--- src/rtl/inst_dispatch_queue_if.sv ---
// Host-to-control-unit dispatch bus: host push side, issue side and status.
interface inst_dispatch_queue_if #(
  parameter int DEPTH = 16,
  parameter int CNT_W = $clog2(DEPTH) + 1
);
  logic [31:0]      host_wdata;
  logic             host_write;
  logic             flush;
  logic             host_full;
  logic             host_overflow;
  logic [CNT_W-1:0] fifo_count;
  logic [31:0]      inst_out;
  logic             inst_write;
  logic             isrunning;
  logic             units_busy;
  logic             drained;

  modport master (
    output host_wdata, host_write, flush, isrunning, units_busy,
    input  host_full, host_overflow, fifo_count, inst_out, inst_write, drained
  );

  modport slave (
    input  host_wdata, host_write, flush, isrunning, units_busy,
    output host_full, host_overflow, fifo_count, inst_out, inst_write, drained
  );
endinterface

--- src/rtl/inst_dispatch_queue.sv ---
// Instruction FIFO between the host IO path and the control unit. Issues one
// word at a time once the control unit and all executors are idle, and keeps
// the issued word stable until the next issue.
module inst_dispatch_queue #(
  parameter int DEPTH = 16,
  parameter int CNT_W = $clog2(DEPTH) + 1
) (
  input  logic                 clk,
  input  logic                 rst_n,
  inst_dispatch_queue_if.slave bus
);
  localparam int PTR_W = $clog2(DEPTH);

  typedef enum logic [2:0] {IDLE, ISSUE, WAIT_RUN, WAIT_DONE, SETTLE} state_e;

  state_e           state_q;
  logic [31:0]      mem_q [DEPTH];
  logic [PTR_W-1:0] wr_q, wr_d, rd_q, rd_d;
  logic [CNT_W-1:0] cnt_q, cnt_d;
  logic             ovf_q, ovf_d;
  logic [31:0]      out_q;
  logic             stb_q;
  logic [1:0]       tmo_q;
  logic             full, pop, push, drop;

  // The pop happens while in ISSUE, so a full FIFO can accept a push that cycle.
  assign full = (cnt_q == CNT_W'(DEPTH));
  assign pop  = (state_q == ISSUE);
  assign push = bus.host_write && !bus.flush && (!full || pop);
  assign drop = bus.host_write && !bus.flush && full && !pop;

  // Next-state pointers/count/overflow; flush wins over any push or pop.
  always_comb begin
    wr_d  = wr_q;
    rd_d  = rd_q;
    cnt_d = cnt_q;
    ovf_d = ovf_q;
    if (bus.flush) begin
      wr_d  = '0;
      rd_d  = '0;
      cnt_d = '0;
      ovf_d = 1'b0;
    end else begin
      if (push) wr_d = wr_q + 1'b1;
      if (pop)  rd_d = rd_q + 1'b1;
      if (push && !pop)      cnt_d = cnt_q + 1'b1;
      else if (pop && !push) cnt_d = cnt_q - 1'b1;
      if (drop) ovf_d = 1'b1;
    end
  end

  // Storage array; contents need no reset since the count gates every read.
  always_ff @(posedge clk) begin
    if (push) mem_q[wr_q] <= bus.host_wdata;
  end

  // FIFO bookkeeping registers.
  always_ff @(posedge clk or negedge rst_n) begin
    if (!rst_n) begin
      wr_q  <= '0;
      rd_q  <= '0;
      cnt_q <= '0;
      ovf_q <= 1'b0;
    end else begin
      wr_q  <= wr_d;
      rd_q  <= rd_d;
      cnt_q <= cnt_d;
      ovf_q <= ovf_d;
    end
  end

  // Issue FSM with registered word/strobe. A flush never aborts an in-flight
  // handshake; it only stops a new issue from starting out of IDLE.
  always_ff @(posedge clk or negedge rst_n) begin
    if (!rst_n) begin
      state_q <= IDLE;
      out_q   <= '0;
      stb_q   <= 1'b0;
      tmo_q   <= '0;
    end else begin
      stb_q <= 1'b0;
      case (state_q)
        IDLE: begin
          if (!bus.flush && cnt_q != '0 && !bus.isrunning && !bus.units_busy)
            state_q <= ISSUE;
        end
        ISSUE: begin
          out_q   <= mem_q[rd_q];
          stb_q   <= 1'b1;
          tmo_q   <= '0;
          state_q <= WAIT_RUN;
        end
        WAIT_RUN: begin
          if (bus.isrunning)       state_q <= WAIT_DONE;
          else if (tmo_q == 2'd3)  state_q <= SETTLE;
          else                     tmo_q   <= tmo_q + 2'd1;
        end
        WAIT_DONE: begin
          if (!bus.isrunning) state_q <= SETTLE;
        end
        SETTLE:  state_q <= IDLE;
        default: state_q <= IDLE;
      endcase
    end
  end

  assign bus.host_full     = full;
  assign bus.host_overflow = ovf_q;
  assign bus.fifo_count    = cnt_q;
  assign bus.inst_out      = out_q;
  assign bus.inst_write    = stb_q;
  assign bus.drained       = (cnt_q == '0) && (state_q == IDLE);
endmodule

--- src/flat_wrapper.sv ---
// flat-port wrapper written by rule: the top's interface ports become plain ports
module inst_dispatch_queue_flat 
#(
  parameter int DEPTH = 16,
  parameter int CNT_W = $clog2(DEPTH) + 1
)
  (clk, rst_n, bus_host_wdata, bus_host_write, bus_flush, bus_isrunning, bus_units_busy, bus_host_full, bus_host_overflow, bus_fifo_count, bus_inst_out, bus_inst_write, bus_drained);
  inst_dispatch_queue_if #(.DEPTH(DEPTH), .CNT_W(CNT_W)) bus_i ();
  input  logic clk;
  input  logic rst_n;
  input wire logic [$bits(bus_i.host_wdata)-1:0] bus_host_wdata;
  input wire logic [$bits(bus_i.host_write)-1:0] bus_host_write;
  input wire logic [$bits(bus_i.flush)-1:0] bus_flush;
  input wire logic [$bits(bus_i.isrunning)-1:0] bus_isrunning;
  input wire logic [$bits(bus_i.units_busy)-1:0] bus_units_busy;
  output wire logic [$bits(bus_i.host_full)-1:0] bus_host_full;
  output wire logic [$bits(bus_i.host_overflow)-1:0] bus_host_overflow;
  output wire logic [$bits(bus_i.fifo_count)-1:0] bus_fifo_count;
  output wire logic [$bits(bus_i.inst_out)-1:0] bus_inst_out;
  output wire logic [$bits(bus_i.inst_write)-1:0] bus_inst_write;
  output wire logic [$bits(bus_i.drained)-1:0] bus_drained;
  assign bus_i.host_wdata = bus_host_wdata;
  assign bus_i.host_write = bus_host_write;
  assign bus_i.flush = bus_flush;
  assign bus_i.isrunning = bus_isrunning;
  assign bus_i.units_busy = bus_units_busy;
  assign bus_host_full = bus_i.host_full;
  assign bus_host_overflow = bus_i.host_overflow;
  assign bus_fifo_count = bus_i.fifo_count;
  assign bus_inst_out = bus_i.inst_out;
  assign bus_inst_write = bus_i.inst_write;
  assign bus_drained = bus_i.drained;
  inst_dispatch_queue #(.DEPTH(DEPTH), .CNT_W(CNT_W)) u_core (.clk(clk), .rst_n(rst_n), .bus(bus_i));
endmodule
--- config.mk ---
export PLATFORM = sky130hd
export DESIGN_NAME = inst_dispatch_queue_flat
export DESIGN_NICKNAME = d
export VERILOG_FILES = /design/src/rtl/inst_dispatch_queue_if.sv /design/src/rtl/inst_dispatch_queue.sv /design/src/flat_wrapper.sv
export SDC_FILE = /design/constraint.sdc
export NUM_CORES = 1
export LEC_CHECK = 0
export CORE_MARGIN = 2
export CORE_UTILIZATION = 65
export CTS_CLUSTER_SIZE = 10
export DETAILED_ROUTE_END_ITERATION = 16
export GPL_ROUTABILITY_DRIVEN = 1
export PLACE_DENSITY = 0.92
export SYNTH_ARGS = -nofsm -noshare
export SYNTH_HDL_FRONTEND = slang
export SYNTH_SLANG_ARGS = --single-unit
--- constraint.sdc ---
create_clock -name clk -period 7.3 [get_ports clk]
set_input_delay 1.46 -clock clk [delete_from_list [all_inputs] [get_ports clk]]
set_output_delay 1.46 -clock clk [all_outputs]
set_load 0.05 [all_outputs]
**Word level (Yosys, flattened, before mapping)**

Memories as Yosys holds them, arrays and structs flattened. A register that Yosys moved wholly into a read port is not among the register bits.
Index checks and enable logic that the tools add are counted.

- Register bits: 20
- Latch bits: 0
- RAM bits: 512
- ROM bits: 0
- Output and inout bits: 41
- Memories: 1

Memories:

| memory | depth | bits a word | rd ports | clocked after Yosys merged registers in | write ports | RTL line | RTL |
|---|---|---|---|---|---|---|---|
| u_core.mem_q | 16 | 32 | 1 | 1 | 1 | inst_dispatch_queue.sv:17 | `logic [31:0] mem_q [DEPTH];` |

- Add/subtract/negate cells: 5
- Multipliers: 0
- Divide/modulo/power cells: 0
- Order comparisons: 0
- Equal/unequal tests: 10
- Shifts and indexed selects: 0
- Multiplexer cells: 20
- Bitwise operators: 0
- Reduce and logical (&&, ||, !) cells: 28

Operator list:

| operator | number |
|---|---|
| $mux W4 | 4 |
| $mux W5 | 3 |
| $mux W3 | 4 |
| $pmux W3 S4 | 1 |
| $logic_and A1 B1 Y1 | 10 |
| $add A4 B1 Y4 const B | 2 |
| $reduce_bool A2 Y1 | 4 |
| $logic_not A1 Y1 | 7 |
| $eq A3 B2 Y1 const B | 2 |
| $ne A2 B2 Y1 const B | 3 |
| $reduce_and A3 Y1 | 2 |
| $add A5 B1 Y5 const B | 1 |
| $eq A5 B5 Y1 const B | 1 |
| $logic_not A5 Y1 | 1 |
| $mux W1 | 5 |
| $reduce_bool A5 Y1 | 1 |
| $sub A5 B1 Y5 const B | 1 |
| $mux W2 | 2 |
| $pmux W2 S2 | 1 |
| $eq A3 B1 Y1 const B | 1 |
| $logic_not A3 Y1 | 1 |
| $ne A3 B2 Y1 const B | 1 |
| $reduce_bool A3 Y1 | 1 |
| $add A2 B1 Y2 const B | 1 |
| 3 further kinds | 3 |

**Depth between registers and ports, before layout**

Gate-level depths: netlist (run 1).

- Word-level depth: 9
- Mapped depth: 11
- Depth with buffers taken out: 9

**Least setup slack after synthesis (run 1)**

OpenSTA, ideal clock, no wires.

- Kind: reg2out
- Start point: reg u_core.cnt_q[1], in the netlist u_core.bus.fifo_count[1]
- End point: out bus_drained
- Arrival time: 2.746 ns
- Required time: 5.840 ns
- Slack: 3.094 ns
- Stages on the path, launching flop included: 4
- Path buffers: 0
- Cells stage by stage: dfrtp_1 nor4_4 nand2b_1 nor4_1

- Longest elaborated chain between the ends: 2

Ends and longest elaborated chain:

| element | RTL line | RTL |
|---|---|---|
| start, declared | inst_dispatch_queue.sv:19 | `logic [CNT_W-1:0] cnt_q, cnt_d;` |
| start signal, assigned | inst_dispatch_queue.sv:67 | `cnt_q <= cnt_d;` |
| $logic_not A5 Y1 | inst_dispatch_queue.sv:112 | `assign bus.drained = (cnt_q == '0) && (state_q == IDLE);` |
| $logic_and A1 B1 Y1 | inst_dispatch_queue.sv:112 |  |
| end, declared | flat_wrapper.sv:21 | `output wire logic [$bits(bus_i.drained)-1:0] bus_drained;` |

No other way between the ends.

**Worst setup path in the final report (run 1)**

Same ends and word-level chain as after synthesis.

==> results.toml, run 1 <==
[logic_synthesis]
yosysSeqAreaShare = 0.7626
synth-seq-cells = 564
synth_cells = 1167
synth_cell_types = 45
synth-edff-count = 512
syn_avg_cell_area_um2 = 18.74
syn_area_mm2 = 0.02187
synthesis.nets = 1215
synth_async_sr_flop_share = 0.09220
synth-warning-count = 0
synthFlopType = "edfxtp_1"

[global_routing]
grt_pass1_vias = 12450
grt_start_max_net_pins = 122
overflow = 0
antenna_found_initial = 0
grt_pass1_wl_um = 75440
gr-usage-all-layers = 0.2895

[route]
vias = 11850
wl_um = 50140
first_iter_violations = 1484
drtAntennaViolNets = 0
drc = 0
wl_per_cell_um = 28.67
dr.pass1.iters = 8
viasPerCell = 6.775

[floorplan]
rows = 67
io_pins = 79
die_area_mm2 = 0.03513
fp.coreArea_mm2 = 0.03336
die_h_um = 187.4
die_w_um = 187.4
initial_utilization = 0.6554

[place]
dpl.cell_count = 1634
pre_cts_slack_ns = 2.948
place.detailed.hpwl_um = 24430
gp_congestion = 0.7521
port_buffers = 78

[clock_tree]
path_clk_slew_ns = 0.06
post_cts_resize_count = 0
cts_made_buffers = 66
clock_sinks = 564
post_cts_buffers = 0
cts_hold_buf = 0
clock_latency_ns = 0.56
cts_tree = "built"
clockBufferDepth = 3
htreeDepth = 3
root_buffer = "clkbuf_16"

[finish]
n_antenna_cell = 0
fillers = 1772
final_nets = 1302
fin_cells = 1749
area_delta_synth_final_pct = 14.14
drive_above_1_share = 0.1184

[sta]
max_freq_mhz = 234.7
hold_viol_final = 0
setup_tns_ns = 0
setup_slack_ns = 3.039
drv_slew = 0
holdWs_ns = 0.4980
finClkSkew_ns = 0.02160
tightest_slew_ns = 1.148
min_period_ns = 4.261
max_slew_margin = 0.2330
period_share = 0.5837
rsz0062_at_grt = "false"
setup_viol = 0

[worst_setup_path]
end_kind = "output pin"
critPathKind = "flop to output pin"
cp-start-kind = "flop"
crit_fanout = 7
cp.required_ns = 5.84
crit_arrival_ns = 2.80

[pwr]
vdd_ir_drop_max_mv = 0.2092
leakage_nw = 7.813
p_total_mw = 8.181
power_density_mw_per_mm2 = 327.8

[status]
outcome = "complete, no violations"

[worst_hold_path]
hold_path.class = "flop to flop"

[job]
drv_cap = 0
## synthesized netlist by cell type, types with 3 or more instances
library cell  instances  share of area
and3_1                5         0.0014
nor2_1               16         0.0027
a21oi_1               7         0.0016
mux2i_1             194          0.089
a21o_1                3         0.0010
a31oi_1               3        0.00086
buf_2                31         0.0071
inv_1                 6         0.0010
xnor2_1               4         0.0016
nand3_1               4        0.00092
a22oi_1              95          0.033
nand2b_1              6         0.0017
mux2_2                4         0.0021
nor2b_1               4         0.0011
o21ai_0               3        0.00069
buf_1                 3        0.00051
clkbuf_1             30         0.0051
mux4_2               34          0.035
nand2_1              38         0.0065
ha_1                  9         0.0051
buf_4                 3         0.0010
dfrtp_1              52          0.060
a32oi_1              31          0.012
o211ai_1             30          0.010
edfxtp_1            512           0.70
and2_1               15         0.0043
## worst max-delay path: stages (launching register included)
cell	delay, ns
dfrtp_1	0.46
nor4_4	0.58
nand2b_1	0.15
nor4_1	0.19
clkdlybuf4s50_1	0.86
## sequential cells by signal (all words and copies together), names as in the netlist
signal,cells
u_core.bus.fifo_count,5
u_core.bus.host_overflow,1
u_core.bus.inst_out,32
u_core.bus.inst_write,1
u_core.mem_q,512
u_core.rd_q,4
u_core.state_q,3
u_core.tmo_q,2
u_core.wr_q,4
## report_power, final
part / switching (mW) / leakage, nW / internal, mW
clock network: 1.23 / 0.924 / 1.79
registers: 0.134 / 5.27 / 3.68
logic: 0.901 / 1.62 / 0.446
total: 2.27 / 7.81 / 5.91
## kinds of logic (layout without fill, tap and decap cells)
logic type      count (synthesis)  in the layout  synth area share
mux                           232            232            0.1259
fa+ha+maj                      10             10          0.006065
simple gates                   98             98           0.02254
flops                         564            564            0.7626
xor+xnor                        6              6          0.002403
buf+inv                        75            209           0.01585
compound gates                182            182           0.06471
## layout make-up
type / instances / area [um2] / area share
clock buffer: 112 / 1888 / 0.07564
inverter: 6 / 22.52 / 0.0009023
clock inverter: 3 / 47.55 / 0.001905
multi-input combinational: 528 / 4897 / 0.1962
tap: 448 / 560.5 / 0.02246
timing repair buffer: 88 / 863.3 / 0.03459
sequential: 564 / 16680 / 0.6683
## worst paths after layout
kind                                          start                  endpoint  slack (ns)  cells past startpoint
setup / recovery           u_core.bus.fifo_count[1]               bus_drained        3.04                      4
hold / removal                      u_core.tmo_q[0]           u_core.tmo_q[0]        0.50                      1
setup reg to reg                  u_core.state_q[0]  u_core.bus.fifo_count[4]        3.81                     10
hold reg to reg                     u_core.tmo_q[0]           u_core.tmo_q[0]        0.50                      1
max in group asynchronous                     rst_n            u_core.rd_q[1]        5.62                      2
min in group asynchronous                     rst_n     u_core.bus.inst_write        1.07                      2
## cell usage in the layout, fill, tap and decap left out, drive strengths merged, types with 3 or more instances in the layout
| master | instances |
|---|---|
| a32oi | 31 |
| mux4 | 34 |
| and3 | 5 |
| a21o | 3 |
| nand2b | 6 |
| nand3 | 4 |
| ha | 9 |
| clkbuf | 112 |
| nor4 | 3 |
| a22oi | 95 |
| o21ai | 3 |
| clkdlybuf4s50 | 77 |
| xnor2 | 4 |
| and2 | 15 |
| o211ai | 30 |
| a31oi | 4 |
| nor2 | 16 |
| mux2 | 4 |
| dfrtp | 52 |
| nor2b | 4 |
| buf | 11 |
| nand2 | 38 |
| mux2i | 194 |
| inv | 8 |
| edfxtp | 512 |
| a21oi | 7 |
## per-stage QoR
step                  util  area [um2]
floorplan                -       21870
global placement    0.6901       23030
detailed placement  0.6901       23030
CTS                 0.7481       24960
global route        0.7481       24960
finish              0.7481       24960
## layer usage
metal | wire length (um) | global-route usage | vias to the layer above
met2 | 25710 | 0.4893 | 812
met5 | 0 | 0 | -
met4 | 1746 | 0.1230 | 0
li1 | - | - | 4913
met1 | 18120 | 0.3747 | 5990
met3 | 4562 | 0.05328 | 134
(Power assumes the default switching activity.)
==> run 2: changes to the inputs <==
--- a/config.mk
+++ b/config.mk
@@ -6,11 +6,11 @@
 export NUM_CORES = 1
 export LEC_CHECK = 0
 export CORE_MARGIN = 2
-export CORE_UTILIZATION = 65
+export CORE_UTILIZATION = 55
 export CTS_CLUSTER_SIZE = 10
 export DETAILED_ROUTE_END_ITERATION = 16
 export GPL_ROUTABILITY_DRIVEN = 1
-export PLACE_DENSITY = 0.92
+export PLACE_DENSITY = 0.84
 export SYNTH_ARGS = -nofsm -noshare
 export SYNTH_HDL_FRONTEND = slang
 export SYNTH_SLANG_ARGS = --single-unit
==> constraint.sdc (replaced) <==
create_clock -name clk -period 3.6 [get_ports clk]
set_input_delay 0.72 -clock clk [delete_from_list [all_inputs] [get_ports clk]]
set_output_delay 0.72 -clock clk [all_outputs]
set_load 0.05 [all_outputs]
==> run 2 against run 1 <==
Against the previous run: worst setup slack lost 2.9 ns; clock power up 100%; global-route usage decreased by 4.9 points; total power grew 100%; largest power group unchanged.
==> results.toml, run 2 (same netlist as run 1, synthesis figures left out) <==
[worst_setup_path]
r2r_start = "u_core.state_q[0]"
r2r_slack_ns = 0.75
crit_chain = "nor4_4 -> and2_1 -> clkdlybuf4s50_1"
worst_r2r_endpoint = "u_core.mem_q[11][15]"
cp-start-kind = "flop"
end_kind = "output pin"
crit_arrival_ns = 2.71
r2r_cells = 6
crit_path_top_delay_cell = "clkdlybuf4s50_1"
critPathKind = "flop to output pin"
worst_path_largest_cell_delay_ns = 0.82
crit_fanout = 7
cp.required_ns = 2.88

[sta]
max_slew_margin = 0.2518
setup_tns_ns = 0
tightest_slew_ns = 1.120
min_period_ns = 3.432
rsz0062_at_grt = "false"
setup_viol = 0
hold_viol_final = 0
drv_slew = 0
max_freq_mhz = 291.4
period_share = 0.9534
finClkSkew_ns = 0.02184
holdWs_ns = 0.3302

[global_routing]
grt_pass1_wl_um = 73130
grt_pass1_vias = 12200
antenna_found_initial = 1
gr-usage-all-layers = 0.2405
overflow = 0
grt_start_max_net_pins = 66

[clock_tree]
clockBufferDepth = 3
cts_tree = "built"
clock_sinks = 564
cts_made_buffers = 66
clock_latency_ns = 0.58
path_clk_slew_ns = 0.06
root_buffer = "clkbuf_16"
post_cts_buffers = 0
htreeDepth = 3

[route]
drc = 0
first_iter_violations = 1109
wl_um = 49080
dr.pass1.iters = 7
drtAntennaViolNets = 0
wl_per_cell_um = 26.32
vias = 11680
viasPerCell = 6.265

[floorplan]
io_pins = 79
fp.coreArea_mm2 = 0.03946
rows = 73
die_w_um = 203.4
initial_utilization = 0.5542
die_h_um = 203.4
die_area_mm2 = 0.04137

[pwr]
vdd_ir_drop_max_mv = 0.4939
leakage_nw = 8.079
power_density_mw_per_mm2 = 646.9

[place]
gp_congestion = 0.7944
dpl.cell_count = 1746
place.detailed.hpwl_um = 26910
port_buffers = 78

[job]
drv_cap = 0

[finish]
final_nets = 1337
area_delta_synth_final_pct = 16.99
final_cell_mix = "edfxtp_1, mux2i_1, a22oi_1"
fin_util = 0.6484
fin_cells = 1865
drive_above_1_share = 0.1434
regMostFlops = "u_core.mem_q"
layout_commonest_cell = "edfxtp_1"
fillers = 2552
largest_reg_flops = 512

[status]
outcome = "complete, no violations"

[worst_hold_path]
hold_path.class = "primary input to async pin"
## run 2: power by group
group	total, mW	switching [mW]	internal, mW
Clock	6.03	2.47	3.55
Sequential	7.75	0.294	7.46
Combinational	2.77	1.82	0.949
Total	16.6	4.59	12.0
## run 2: metal layers
| metal | track usage | up-vias | share of wire |
|---|---|---|---|
| met1 | 0.3072 | 5990 | 0.39 |
| li1 | - | 4986 | - |
| met2 | 0.4044 | 582 | 0.51 |
| met5 | 0 | - | 0 |
| met4 | 0.1064 | 0 | 0.035 |
| met3 | 0.04618 | 126 | 0.070 |
## run 2: through the flow
| step | setup WS (ns) | total power [mW] | instance area (um2) |
|---|---|---|---|
| floorplan | 0.1336 | 9.547 | 21870 |
| global placement | 0.4127 | 10.52 | 23640 |
| detailed placement | 0.3179 | 10.61 | 23640 |
| CTS | 0.05414 | 16.61 | 25580 |
| global route | 0.01876 | 17.03 | 25580 |
| finish | 0.1678 | 16.55 | 25580 |
## run 2: critical path: cells and delay by family, from the launching register on
family	cells	cell delay [ns]
buffers and inverters	1	0.82
AND/OR/NAND/NOR	2	0.85
flip-flops	1	0.46
## run 2: layout make-up
class                      instances  area [um2]  share of cell area
sequential                       564       16680              0.6520
multi-input combinational        528        4897              0.1914
tap                              525       656.9             0.02567
clock inverter                     6       67.56            0.002641
clock buffer                     112        1877             0.07336
timing repair buffer             123        1379             0.05389
inverter                           6       22.52           0.0008803
antenna                            1       2.502          0.00009781
## run 2: how the worst max path moves through the flow
stage / from / endpoint / cells after the start
CTS: u_core.bus.fifo_count[1] / bus_drained / 4
global placement: bus_host_write / u_core.bus.fifo_count[4] / 9
finish: u_core.bus.fifo_count[1] / bus_host_full / 3
detailed placement: bus_host_write / u_core.bus.fifo_count[4] / 9
floorplan: u_core.bus.fifo_count[1] / bus_drained / 3
global route: u_core.bus.fifo_count[1] / bus_host_full / 3
## run 2: what timing repair did
action / CTS / global route
hold buffers: 0 / 0
setup endpoints to repair: 0 / 1
resized for setup: 0 / 1
